==> config.mk <==
export PLATFORM = sky130hd
export DESIGN_NAME = uart_rx_fifo
export DESIGN_NICKNAME = d
export VERILOG_FILES = /design/src/rtl/uart_rx_fifo.sv
export SDC_FILE = /design/constraint.sdc
export NUM_CORES = 1
export LEC_CHECK = 0
export CAP_MARGIN = 20
export CORE_UTILIZATION = 40
export CTS_CLUSTER_SIZE = 28
export DETAILED_ROUTE_END_ITERATION = 8
export DONT_BUFFER_PORTS = 1
export HOLD_SLACK_MARGIN = 0.08
export PLACE_DENSITY = 0.64
export SYNTH_ARGS = -nofsm -noshare
export SYNTH_HDL_FRONTEND = slang
export SYNTH_SLANG_ARGS = --single-unit
==> constraint.sdc <==
create_clock -name CLK -period 2.7 [get_ports CLK]
set_input_delay 0.27 -clock CLK [delete_from_list [all_inputs] [get_ports CLK]]
set_output_delay 0.27 -clock CLK [all_outputs]
set_load 0.03 [all_outputs]
==> src/rtl/uart_rx_fifo.sv <==
// UART receiver: 2-flop synchroniser, majority-of-3 bit sampling, parity and
// framing checks, and a show-ahead FIFO of received words with overrun pulse.
module uart_rx_fifo #(
  parameter int CLKS_PER_BIT = 261,
  parameter int DATA_BITS    = 8,
  parameter int PARITY       = 0,
  parameter int STOP_BITS    = 1,
  parameter int FIFO_DEPTH   = 4
) (
  input  logic                          CLK,
  input  logic                          RESET,
  input  logic                          RX,
  output logic [DATA_BITS-1:0]          RX_DATA,
  output logic                          RX_PERR,
  output logic                          RX_FERR,
  output logic                          RX_VALID,
  input  logic                          RX_READY,
  output logic [$clog2(FIFO_DEPTH):0]   COUNT,
  output logic                          OVERRUN,
  output logic                          BUSY
);

  // state    | meaning
  // S_IDLE   | line idle, waiting for rx_s low
  // S_START  | start bit; a high vote is a glitch
  // S_DATA   | payload bits, LSB first
  // S_PARITY | parity bit check
  // S_STOP   | stop bit(s); push at the last stop vote
  typedef enum logic [2:0] {S_IDLE, S_START, S_DATA, S_PARITY, S_STOP} state_t;

  localparam int M  = CLKS_PER_BIT / 2;
  localparam int CW = $clog2(CLKS_PER_BIT);
  localparam int BW = $clog2(DATA_BITS);
  localparam int AW = $clog2(FIFO_DEPTH);
  localparam int WW = DATA_BITS + 2;

  state_t               state_q;
  logic                 busy_q;
  logic                 rx_meta_q, rx_s_q;
  logic [CW-1:0]        cnt_q;
  logic [BW-1:0]        bit_q;
  logic                 stop_q;
  logic                 s0_q, s1_q;
  logic [DATA_BITS-1:0] shift_q;
  logic                 perr_q, ferr_q;

  logic [WW-1:0]        mem_q [FIFO_DEPTH];
  logic [AW-1:0]        rd_ptr_q, wr_ptr_q;
  logic [AW:0]          count_q;
  logic                 ovr_q;

  logic          at_vote, bit_end, vote, par_exp, last_stop;
  logic          push_d, pop_d, full_d, wr_en_d, ovr_d;
  logic [WW-1:0] word_d, head_d;

  assign at_vote   = (cnt_q == CW'(M + 1));
  assign bit_end   = (cnt_q == CW'(CLKS_PER_BIT - 1));
  assign vote      = (s0_q & s1_q) | (s0_q & rx_s_q) | (s1_q & rx_s_q);
  assign par_exp   = (PARITY == 1) ? ~(^shift_q) : ^shift_q;
  assign last_stop = (STOP_BITS == 1) || stop_q;

  always_ff @(posedge CLK or negedge RESET) begin
    if (!RESET) begin
      rx_meta_q <= 1'b1;
      rx_s_q    <= 1'b1;
      state_q   <= S_IDLE;
      busy_q    <= 1'b0;
      cnt_q     <= '0;
      bit_q     <= '0;
      stop_q    <= 1'b0;
      s0_q      <= 1'b1;
      s1_q      <= 1'b1;
      shift_q   <= '0;
      perr_q    <= 1'b0;
      ferr_q    <= 1'b0;
    end else begin
      rx_meta_q <= RX;
      rx_s_q    <= rx_meta_q;
      if (cnt_q == CW'(M - 1)) s0_q <= rx_s_q;
      if (cnt_q == CW'(M))     s1_q <= rx_s_q;
      cnt_q <= bit_end ? '0 : cnt_q + CW'(1);
      case (state_q)
        S_IDLE: begin
          cnt_q <= '0;
          if (!rx_s_q) begin
            state_q <= S_START;
            busy_q  <= 1'b1;
            bit_q   <= '0;
            stop_q  <= 1'b0;
            perr_q  <= 1'b0;
            ferr_q  <= 1'b0;
          end
        end
        S_START: begin
          if (at_vote && vote) begin
            state_q <= S_IDLE;
            busy_q  <= 1'b0;
          end else if (bit_end) begin
            state_q <= S_DATA;
          end
        end
        S_DATA: begin
          if (at_vote) shift_q <= {vote, shift_q[DATA_BITS-1:1]};
          if (bit_end) begin
            if (bit_q == BW'(DATA_BITS - 1)) begin
              bit_q   <= '0;
              state_q <= (PARITY != 0) ? S_PARITY : S_STOP;
            end else begin
              bit_q <= bit_q + BW'(1);
            end
          end
        end
        S_PARITY: begin
          if (at_vote) perr_q <= (vote != par_exp);
          if (bit_end) state_q <= S_STOP;
        end
        S_STOP: begin
          if (at_vote) begin
            if (!vote) ferr_q <= 1'b1;
            // leave at the vote so a start edge in the last half-bit is caught
            if (last_stop) begin
              state_q <= S_IDLE;
              busy_q  <= 1'b0;
            end
          end else if (bit_end) begin
            stop_q <= 1'b1;
          end
        end
        default: begin
          state_q <= S_IDLE;
          busy_q  <= 1'b0;
        end
      endcase
    end
  end

  assign push_d  = (state_q == S_STOP) && at_vote && last_stop;
  assign word_d  = {ferr_q | ~vote, perr_q, shift_q};
  assign pop_d   = RX_VALID & RX_READY;
  assign full_d  = (count_q == (AW + 1)'(FIFO_DEPTH));
  assign wr_en_d = push_d & (~full_d | pop_d);
  assign ovr_d   = push_d & full_d & ~pop_d;

  always_ff @(posedge CLK) begin
    if (wr_en_d) mem_q[wr_ptr_q] <= word_d;
  end

  always_ff @(posedge CLK or negedge RESET) begin
    if (!RESET) begin
      rd_ptr_q <= '0;
      wr_ptr_q <= '0;
      count_q  <= '0;
      ovr_q    <= 1'b0;
    end else begin
      ovr_q <= ovr_d;
      if (wr_en_d) wr_ptr_q <= wr_ptr_q + AW'(1);
      if (pop_d)   rd_ptr_q <= rd_ptr_q + AW'(1);
      if (wr_en_d && !pop_d)      count_q <= count_q + (AW + 1)'(1);
      else if (!wr_en_d && pop_d) count_q <= count_q - (AW + 1)'(1);
    end
  end

  assign head_d   = mem_q[rd_ptr_q];
  assign RX_VALID = (count_q != '0);
  assign RX_DATA  = RX_VALID ? head_d[DATA_BITS-1:0] : '0;
  assign RX_PERR  = RX_VALID ? head_d[DATA_BITS]     : 1'b0;
  assign RX_FERR  = RX_VALID ? head_d[DATA_BITS+1]   : 1'b0;
  assign COUNT    = count_q;
  assign OVERRUN  = ovr_q;
  assign BUSY     = busy_q;

endmodule

# Word-level counts from Yosys, hierarchy flattened
# Memories as Yosys holds them, arrays and structs flattened.
# Cells that the tools add are included.
[classes] add_sub_neg=6 eq_ne=20 muxes=31 bitwise_logic=15 reduce_logical=20
[op_table] operator="3-bit 2-to-1 mux" count=12
[op_table] operator="9-bit by 8-bit == test with 1-bit output (second input constant)" count=3
[op_table] operator="9-bit 2-to-1 mux" count=2
[op_table] operator="2-bit != test (second input constant)" count=8
[op_table] operator="3-bit case mux with 5 select lines" count=1
[op_table] operator="1-bit 2-to-1 mux" count=11
[op_table] operator="9-bit by 1-bit adder with 9-bit output (second input constant)" count=1
[op_table] operator="3-bit == test (second input constant)" count=3
[op_table] operator="9-bit == test (second input constant)" count=1
[op_table] operator="8-bit 2-to-1 mux" count=1
[op_table] operator="4-bit AND reduction" count=2
[op_table] operator="2-bit nonzero test" count=4
[op_table] operator="8-bit XOR reduction" count=1
[op_table] operator="1-bit AND" count=7
[op_table] operator="3-bit by 1-bit adder with 3-bit output (second input constant)" count=2
[op_table] operator="3-bit by 2-bit == test with 1-bit output (second input constant)" count=2
[op_table] operator="3-bit case mux with 2 select lines" count=1
[op_table] operator="3-bit AND reduction" count=2
[op_table] operator="6-bit AND reduction" count=1
[op_table] operator="2-bit by 1-bit adder with 2-bit output (second input constant)" count=2
[op_table] operator="1-bit logical AND" count=4
[op_table] operator="1-bit inverter" count=4
[op_table] operator="1-bit OR" count=4
[op_table] operator="1-bit case mux with 2 select lines" count=2
[op_table] operator="other kinds (10)" count=11
[word_totals] regBits=38 ramBits=40 input_bits=4 output_inout_bits=16 word_cells=108 n_memories=1
[memory_table] name="mem_q" words=4 width=10 read_ports=1 rd_clocked_by_memory_dff=0 write_ports=1 line="47" source="logic [WW-1:0] mem_q [FIFO_DEPTH];"

# Logic depth before layout (Yosys ltp)
# Gate-level depths: netlist (run 1).
[logic_depth] word_depth=8 depth_mapped=10 mapped_depth_nobuf=10

# Least setup slack after synthesis (run 1)
# OpenSTA, ideal clock, no wires.
[synth_path] path_kind="register to register" start="register cnt_q[0]" end="register count_q[2], in the netlist COUNT[2]" setup_time_ns=0.080 arrival_ns=2.387 required_ns=2.620 path_slack_ns=0.232 stages_incl_launch_ff=11 path_buffers=0 synth_period_minus_slack_ns=2.468 path_cell_list="dfrtp_1 > ha_1 > and4bb_1 > nand2_2 > nor3_2 > ha_1 > inv_1 > fa_1 > xor2_1 > nor2_1 > xor2_1"
[synth_between] elab_chain_len=6 elab_cells_between_ends=8 cone_classes="1 x eq/ne; 1 x mux; 1 x bitwise; 5 x reduce/logical"
[synth_lines] item="start: declaration" line="40" source="logic [CW-1:0] cnt_q;"
[synth_lines] item="start signal: assignment" line="81" source="cnt_q <= bit_end ? '0 : cnt_q + CW'(1);"
[synth_lines] item="9-bit by 8-bit == test with 1-bit output (*)" line="56" source="assign at_vote = (cnt_q == CW'(M + 1));"
[synth_lines] item="1-bit logical AND (*)" line="137" source="assign push_d = (state_q == S_STOP) && at_vote && last_stop;"
[synth_lines] item="1-bit AND (*)" line="141" source="assign wr_en_d = push_d & (~full_d | pop_d);"
[synth_lines] item="via wr_en_d" line="53" source="logic push_d, pop_d, full_d, wr_en_d, ovr_d;"
[synth_lines] item="1-bit logical NOT" line="159" source="else if (!wr_en_d && pop_d) count_q <= count_q - (AW + 1)'(1);"
[synth_lines] item="1-bit logical AND" line="159"
[synth_lines] item="2-bit nonzero test (no source line)"
[synth_lines] item="end signal: assignment" line="158" source="if (wr_en_d && !pop_d) count_q <= count_q + (AW + 1)'(1);"
[synth_lines] item="end signal: assignment" line="159"
[synth_lines] item="end: declaration" line="49" source="logic [AW:0] count_q;"
# The timed path passes the listed nets; every way through them passes the cells marked *.
# A chain may end at the register's enable or synchronous reset.

# Final worst setup path (run 1)
[layout_path] start="register cnt_q[1]" end="register count_q[2], in the netlist COUNT[2]"
# The elaborated chain is that of the path after synthesis.

==> results of run 1 <==
[cell usage in the layout, fill, tap and decap left out, drive strengths merged, types with 4 or more instances in the layout]
master   n
nand2    8
ha      11
dfrtp   34
xor2     8
mux4    10
and2    15
or3      5
nor2    12
clkbuf   9
xnor2   11
nand3    6
mux2    14
buf      8
dfstp    4
edfxtp  40
inv     12
[what timing repair did]
action / 4_1_cts / 5_1_grt
endpoints found under the hold margin: 39 / 0
resized for setup: 0 / 2
hold buffers: 3 / 0
setup endpoints to repair: 0 / 1
[registers in the layout, indices dropped and copies added (netlist names)]
name       flops
BUSY           1
COUNT          3
OVERRUN        1
bit_q          3
cnt_q          9
ferr_q         1
mem_q         40
perr_q         1
rd_ptr_q       2
rx_meta_q      1
rx_s_q         1
s0_q           1
s1_q           1
shift_q        8
state_q        3
wr_ptr_q       2
[where the power goes]
| group | total, W | internal (W) | switching, W |
|---|---|---|---|
| Sequential | 0.00140 | 0.00128 | 0.000120 |
| Combinational | 0.000288 | 0.000139 | 0.000149 |
| Clock | 0.000812 | 0.000351 | 0.000461 |
[worst max-delay path, cell delays in order (launching register included)]
cell	delay [ps]
dfrtp_1	440
ha_2	260
and4bb_1	260
nand2_2	110
nor3_2	240
ha_1	210
inv_1	60
fa_1	380
xor2_1	170
nor2_1	110
xor2_1	150
[logic make-up after synthesis]
group	Yosys count	synth area share (%)
buffers and inverters	16	1.84
AOI/OAI and AO/OA	13	3.11
xor gates and xnor gates	20	5.34
DFF	78	61.0
adders and majority gates	13	4.74
and+or+nand+nor	68	11.8
muxes	25	12.2
[final cells by class]
cell class	count	share of cell area [%]
repair buffers	10	2.37
clock buffers	9	3.16
flip-flops and latches	78	55.1
well taps	105	3.36
clock inverters	7	1.57
multi-input cells	139	33.6
inverters	8	0.767
[per-layer routing]
layer,wire length (um),vias up
met5,0,-
met1,2680,901
met2,2660,25
met4,72,0
li1,-,880
met3,203,8
[final timing paths]
check	start	endpoint	slack (ps)
worst max register to register	cnt_q[1]$_DFF_PN0_	COUNT[2]$_DFFE_PN0P_	240
max in group asynchronous	RESET	s1_q$_DFFE_PN1N_	2060
min in group asynchronous	RESET	COUNT[2]$_DFFE_PN0P_	380
worst max-delay path	cnt_q[1]$_DFF_PN0_	COUNT[2]$_DFFE_PN0P_	240
worst min register to register	rx_meta_q$_DFF_PN1_	rx_s_q$_DFF_PN1_	360
worst min-delay path	RX_READY	rd_ptr_q[1]$_DFFE_PN0N_	90
[metrics by stage]
step | total power (W) | utilization [%] | instance area, um^2 | cells
floorplan | 0.00164 | - | 3540 | 233
global route | 0.00262 | 46.7 | 3910 | 356
finish | 0.00250 | 46.7 | 3910 | 356
CTS | 0.00254 | 46.6 | 3910 | 356
global placement | 0.00170 | 44.0 | 3680 | 337
detailed placement | 0.00172 | 44.0 | 3680 | 337
==> impl_metrics.ini, run 1 <==
[sta]
rsz0062_at_grt = false
finalCriticalPeriod_ps = 2460
holdWs_ps = 91.1
final.setup.worst_slack_ps = 245
fin_skew_ps = 9.40
hold_violations = 0
max_freq_mhz = 407
slew_headroom_pct = 55.3
tightestPinTransition_ps = 666
slew_viol_final = 0
fin_crit_sh_pct = 90.9
setup_violations = 0
setup_tns_ps = 0

[global_route]
grt_pass1_vias = 1875
grt_max_degree = 39
gr-usage-met3_pct = 4.11
grt_busiest_layer = met2
grt_pass1_wl_mm = 9.33
use_met2_pct = 22.6
met1_usage_pct = 17.3
grt-ovfl-total = 0
antenna_found_initial = 0
grt.total_usage_pct = 13.8

[logic_synthesis]
ys_warn_count = 0
avgSynthCellArea_um2 = 15.2
synth.ff_latch_count = 78
synth_edf_count = 40
synth_top_area_share_pct = 34.0
synth.area.top_cells = edfxtp_1 (34%), dfrtp_1 (24%), mux4_2 (6.4%), mux2_4 (4.2%), ha_1 (3.9%)
ys_types = 49
yosysMostFrequentCell = edfxtp_1
ys.flop_type = edfxtp_1
synth_top_area_cell = edfxtp_1
synthesis.area_um2 = 3540
synth_nets = 249
synthArstFlopShare_pct = 48.7
synthCells = 233
synth_common_cells = edfxtp_1 (40), dfrtp_1 (34), and2_1 (15), nor2_1 (12)
yosysSeqAreaShare_pct = 61.0

[drt]
antenna_left = 0
wire_per_inst_um = 15.8
drt_pass1_iterations = 4
vias = 1814
drc_errors = 0
dr.first_iter.drc_count = 60
via_per_inst = 5.10
routed_wirelength_mm = 5.62

[clocking]
cts.clk_slew.worst_paths_ps = 90
h-tree-depth = 3
cts-buffers-inserted = 9
clock-root-buffer = clkbuf_8
post_cts.repair.setup_buffers = 0
clock-sinks = 78
clkLatencyLatePin_ps = 340
clk_path_buf_depth = 2
cts_tree = done

[finish]
nFillCells = 746
multiInputGateArea_um2 = 1320
nNetsFinal = 262
layout-drive-gt1-share_pct = 22.3
area_growth_pct = 10.7
n_antenna_cell = 0
seq_area_um2 = 2160

[placed_design]
dpl_worst_slack_ps = 185
dpl.hpwl_mm = 3.74
gp_congestion = 0.791
port_buffers = 0

[power]
peakVddDrop_mv = 0.481
power_density_nw_per_um2 = 640
leakage_nw = 1.59

[hold_path]
whs_path_depth = 2
hold_path_class = input port to flop

[die]
ios = 20
rows = 33
die_y_um = 96.0
fp.dieW_um = 96.0
start_util_pct = 42.2
fp.dieArea_um2 = 9220
coreArea_um2 = 8380

[setup_path]
critical_path_class = flop to flop
worstPathRequired_ps = 2970
cp.arrival_ps = 2730
start_kind = flop
r2r_cells = 10
end_kind = flop
crit_path_max_fanout = 6

[outcome]
status = finished clean

[run]
maxCapViolations = 0
No activity file was read; power rests on OpenSTA's default activity.
==> inputs of run 2 (changes only) <==
--- a/config.mk
+++ b/config.mk
@@ -6,8 +6,9 @@
 export NUM_CORES = 1
 export LEC_CHECK = 0
 export CAP_MARGIN = 20
+export CORE_ASPECT_RATIO = 1.75
 export CORE_UTILIZATION = 40
-export CTS_CLUSTER_SIZE = 28
+export CTS_CLUSTER_SIZE = 14
 export DETAILED_ROUTE_END_ITERATION = 8
 export DONT_BUFFER_PORTS = 1
 export HOLD_SLACK_MARGIN = 0.08
==> impl_metrics.ini, run 2 (same netlist as run 1, synthesis figures left out) <==
[setup_path]
r2r-start = cnt_q[0]$_DFF_PN0_
crit_path_end = COUNT[2]$_DFFE_PN0P_
end_kind = flop
cpMaxStageDelayCell = dfrtp_1
cp-startpoint = cnt_q[0]$_DFF_PN0_
crit_top_cell = xor2_1
critical_path_class = flop to flop
crit_path_max_fanout = 7
r2r_slack_ps = 280
path_cells = ha_2 -> and4bb_1 -> nand2_2 -> nor3_2 -> ha_1 -> inv_1 -> fa_1 -> xor2_1 -> nor2_1 -> xor2_1
r2r_cells = 10
cp.arrival_ps = 2670
start_kind = flop
worstPathRequired_ps = 2960
r2r-end = COUNT[2]$_DFFE_PN0P_
max_stage_delay_ps = 440

[drt]
via_per_inst = 5.02
drc_errors = 0
drt_pass1_iterations = 4
vias = 1851
antenna_left = 0
routed_wirelength_mm = 5.67
wire_per_inst_um = 15.4
dr.first_iter.drc_count = 97

[placed_design]
gp_congestion = 0.785
dpl_worst_slack_ps = 239
place_inst = 350
dpl.hpwl_mm = 4.01
port_buffers = 0

[finish]
nNetsFinal = 263
area_growth_pct = 15.6
final_cell_count_no_fill = 369
final_common_cell = edfxtp_1
n_antenna_cell = 0
regMostFlops = mem_q
layout-drive-gt1-share_pct = 21.4
final_cell_mix = edfxtp_1 (40), dfrtp_1 (34), and2_1 (15)
largest_reg_flops = 40
largest_registers = mem_q (40), cnt_q (9), shift_q (8)

[sta]
tightestPinTransition_ps = 642
setup_tns_ps = 0
max_freq_mhz = 414
slew_headroom_pct = 56.9
fin_skew_ps = 5.91
finalCriticalPeriod_ps = 2420
setup_violations = 0
hold_violations = 0
rsz0062_at_grt = false
fin_crit_sh_pct = 89.5
slew_viol_final = 0
final.setup.worst_slack_ps = 283

[global_route]
grt_pass1_wl_mm = 9.63
grt-ovfl-total = 0
grt_max_degree = 39
grt_pass1_vias = 1968
antenna_found_initial = 0
grt.total_usage_pct = 14.4

[die]
rows = 45
start_util_pct = 41.0
coreArea_um2 = 8610
fp.dieW_um = 73.1
ios = 20
fp.dieArea_um2 = 9230
die_y_um = 126

[clocking]
clk_path_buf_depth = 2
h-tree-depth = 3
cts_tree = done
clkLatencyLatePin_ps = 330
cts-buffers-inserted = 9
clock-sinks = 78
post_cts.repair.setup_buffers = 0
clock-root-buffer = clkbuf_16
cts.clk_slew.worst_paths_ps = 60

[power]
peakVddDrop_mv = 0.308
power_density_nw_per_um2 = 748
leakage_nw = 1.67

[hold_path]
hold_path_class = input port to flop

[outcome]
status = finished clean

[run]
maxCapViolations = 0
-- run 2: changes by cell type in the layout (fill, tap and decap cells not counted), moves of 2 or more --
| cell | change |
|---|---|
| clkbuf_16 | +9 |
| clkbuf_8 | -9 |
| bufinv_16 | +3 |
| clkbuf_1 | +2 |
| inv_6 | -2 |
-- run 2: worst max-delay path, delay by kind of cell, from the launching register on --
kind                       cells  cell delay [ps]
adders and majority gates      3              840
and+or+nand+nor                4              680
DFF                            1              440
xor gates and xnor gates       2              310
buffers and inverters          1               60
-- run 2: report_power, final --
part / leakage [nW] / internal [W] / total, W / switching (W)
clock: 0.160 / 0.000906 / 0.00136 / 0.000453
combinational: 0.585 / 0.000140 / 0.000289 / 0.000148
sequential: 0.926 / 0.00128 / 0.00141 / 0.000126
total: 1.67 / 0.00233 / 0.00306 / 0.000727
-- run 2: area by class of cell --
type,count,area [um^2]
clock buffer,11,233
clock inverter,5,106
fill,750,4530
inverter,8,30.0
multi-input combinational,139,1320
sequential,78,2160
tap,117,146
timing repair buffer,11,100
-- run 2: timing repair --
action                                 in CTS  in global routing
hold buffers                                3                  0
setup endpoints to repair                   0                  1
resized for setup                           0                  1
endpoints found under the hold margin      39                  0
-- run 2: worst min-delay path by stage --
stage	from	to	slack, ps	cells past startpoint
2_1_floorplan	RESET	BUSY$_DFFE_PN0P_	-30	0
3_3_place_gp	RESET	bit_q[1]$_DFFE_PN0P_	-20	0
3_5_place_dp	RESET	bit_q[1]$_DFFE_PN0P_	-20	0
4_1_cts	RX_READY	rd_ptr_q[1]$_DFFE_PN0N_	120	2
5_1_grt	RX_READY	rd_ptr_q[1]$_DFFE_PN0N_	130	2
6_report	RX_READY	rd_ptr_q[1]$_DFFE_PN0N_	120	2
-- run 2: metrics by stage --
stage	total power [W]	area [um^2]	hold WS (ps)	util, %
final	0.00306	4090	117	47.5
after detailed placement	0.00172	3710	-24.5	43.0
after global placement	0.00171	3710	-24.4	43.0
after CTS	0.00311	4090	116	47.4
after floorplan	0.00164	3540	-25.6	-
after global routing	0.00318	4090	130	47.5
-- run 2: per-layer routing --
| metal | wire [um] | vias to the layer above | share of wire (%) | track usage (%) |
|---|---|---|---|---|
| met2 | 3220 | 25 | 57 | 25.5 |
| li1 | - | 880 | - | - |
| met1 | 2170 | 935 | 38 | 15.2 |
| met3 | 149 | 11 | 2.6 | 3.81 |
| met5 | 0 | - | 0 | 0 |
| met4 | 128 | 0 | 2.3 | 7.50 |
==> inputs of run 3 (changes only) <==
==> constraint.sdc (replaced) <==
create_clock -name CLK -period 2.4 [get_ports CLK]
set_input_delay 0.24 -clock CLK [delete_from_list [all_inputs] [get_ports CLK]]
set_output_delay 0.24 -clock CLK [all_outputs]
set_load 0.03 [all_outputs]
==> impl_metrics.ini, run 3 (same netlist as run 1, synthesis figures left out) <==
[outcome]
status = finished clean

[finish]
largest_registers = mem_q (40), cnt_q (9), shift_q (8)
area_growth_pct = 16.6
finalCoreUtilization_pct = 47.8
nNetsFinal = 272
final_common_cell = edfxtp_1
regMostFlops = mem_q
n_antenna_cell = 0
layout-drive-gt1-share_pct = 23.8
final_cell_mix = edfxtp_1 (40), dfrtp_1 (34), buf_4 (16)
largest_reg_flops = 40

[sta]
fin_crit_sh_pct = 92.1
finalCriticalPeriod_ps = 2210
setup_violations = 0
rsz0062_at_grt = false
tightestPinTransition_ps = 656
max_freq_mhz = 452
slew_viol_final = 0
fin_skew_ps = 7.97
setup_tns_ps = 0
hold_violations = 0
slew_headroom_pct = 56.0

[die]
fp.dieW_um = 73.1
rows = 45
die_y_um = 126
fp.dieArea_um2 = 9230
start_util_pct = 41.0
coreArea_um2 = 8610
ios = 20

[clocking]
clock-root-buffer = clkbuf_16
cts-buffers-inserted = 9
clkLatencyLatePin_ps = 330
clock-sinks = 78
h-tree-depth = 3
post_cts.repair.setup_buffers = 0
cts.clk_slew.worst_paths_ps = 60
clk_path_buf_depth = 2
post_cts_resized = 0
cts_tree = done

[placed_design]
port_buffers = 0
dpl.hpwl_mm = 4.17
gp_congestion = 0.774

[power]
power_density_nw_per_um2 = 800
leakage_nw = 1.70
peakVddDrop_mv = 0.395
finalPower_w = 0.00330

[setup_path]
end_kind = flop
crit_path_max_fanout = 5
max_stage_delay_ps = 450
cpMaxStageDelayCell = dfrtp_1
r2r_slack_ps = 190
r2r-end = COUNT[2]$_DFFE_PN0P_
cp.arrival_ps = 2470
start_kind = flop
r2r-start = cnt_q[3]$_DFF_PN0_
crit_top_cell = xor2_1
path_cells = nor4_4 -> nand2_2 -> nor3_4 -> ha_1 -> inv_1 -> fa_1 -> xor2_1 -> nor2_1 -> xor2_1
r2r_cells = 9
critical_path_class = flop to flop
worstPathRequired_ps = 2660

[global_route]
grt_pass1_vias = 2040
antenna_found_initial = 0
grt_busiest_layer = met2
grt_max_degree = 39
grt_pass1_wl_mm = 10.1
use_met2_pct = 26.2
grt.total_usage_pct = 15.0
met1_usage_pct = 16.1
grt-ovfl-total = 0
gr-usage-met3_pct = 4.21

[drt]
antenna_left = 0
dr.first_iter.drc_count = 127
vias = 1899
drc_errors = 0
wire_per_inst_um = 15.7
via_per_inst = 5.02
routed_wirelength_mm = 5.94
drt_pass1_iterations = 4

[hold_path]
hold_start = RX_READY
hold_path_class = input port to flop
whs_path_depth = 2
min_to = rd_ptr_q[0]$_DFFE_PN0N_

[run]
maxCapViolations = 0
-- run 3: how the worst max path moves through the flow --
stage,start,to,slack [ps]
after CTS,cnt_q[3]$_DFF_PN0_,COUNT[2]$_DFFE_PN0P_,170
after detailed placement,cnt_q[3]$_DFF_PN0_,COUNT[2]$_DFFE_PN0P_,170
after global routing,cnt_q[3]$_DFF_PN0_,COUNT[2]$_DFFE_PN0P_,0.1
after floorplan,cnt_q[0]$_DFF_PN0_,COUNT[2]$_DFFE_PN0P_,70
final,cnt_q[3]$_DFF_PN0_,COUNT[2]$_DFFE_PN0P_,190
after global placement,cnt_q[3]$_DFF_PN0_,COUNT[2]$_DFFE_PN0P_,250
-- run 3: where the power goes --
part	internal (W)	switching (W)
clock network	0.000806	0.000540
registers	0.00145	0.0000766
logic	0.000194	0.000235
-- run 3: timing repair --
action                                 in CTS  in global routing
setup endpoints to repair                   0                  0
hold buffers                                4                  0
endpoints found under the hold margin      40                  0
-- run 3: cell type report --
cell class	count	area (um^2)
Clock inverter	7	72.6
Clock buffer	9	225
Multi-Input combinational cell	139	1320
Inverter	8	30.0
Sequential cell	78	2160
Fill cell	739	4490
Tap cell	117	146
Timing Repair Buffer	20	170
-- run 3: layer usage --
layer / part of all wire [%] / vias to the layer above / wire [um]
li1: - / 898 / -
met1: 39 / 957 / 2320
met2: 56 / 32 / 3300
met3: 2.9 / 12 / 174
met4: 2.4 / 0 / 141
met5: 0 / - / 0
-- run 3: worst max-delay path: cells and delay by family (launching register included) --
family / cells / cell delay (ps)
simple gates: 4 / 740
fa+ha+maj: 2 / 570
flops: 1 / 450
xor+xnor: 2 / 320
buf+inv: 1 / 60
-- run 3: per-stage QoR --
stage	std cells	hold slack (ps)	worst slack (ps)	cell area (um^2)
floorplan	233	-55.6	68.1	3540
global placement	358	-54.1	246	3770
detailed placement	358	-54.5	172	3770
CTS	378	103	170	4120
global route	378	117	0.141	4120
finish	378	102	189	4120
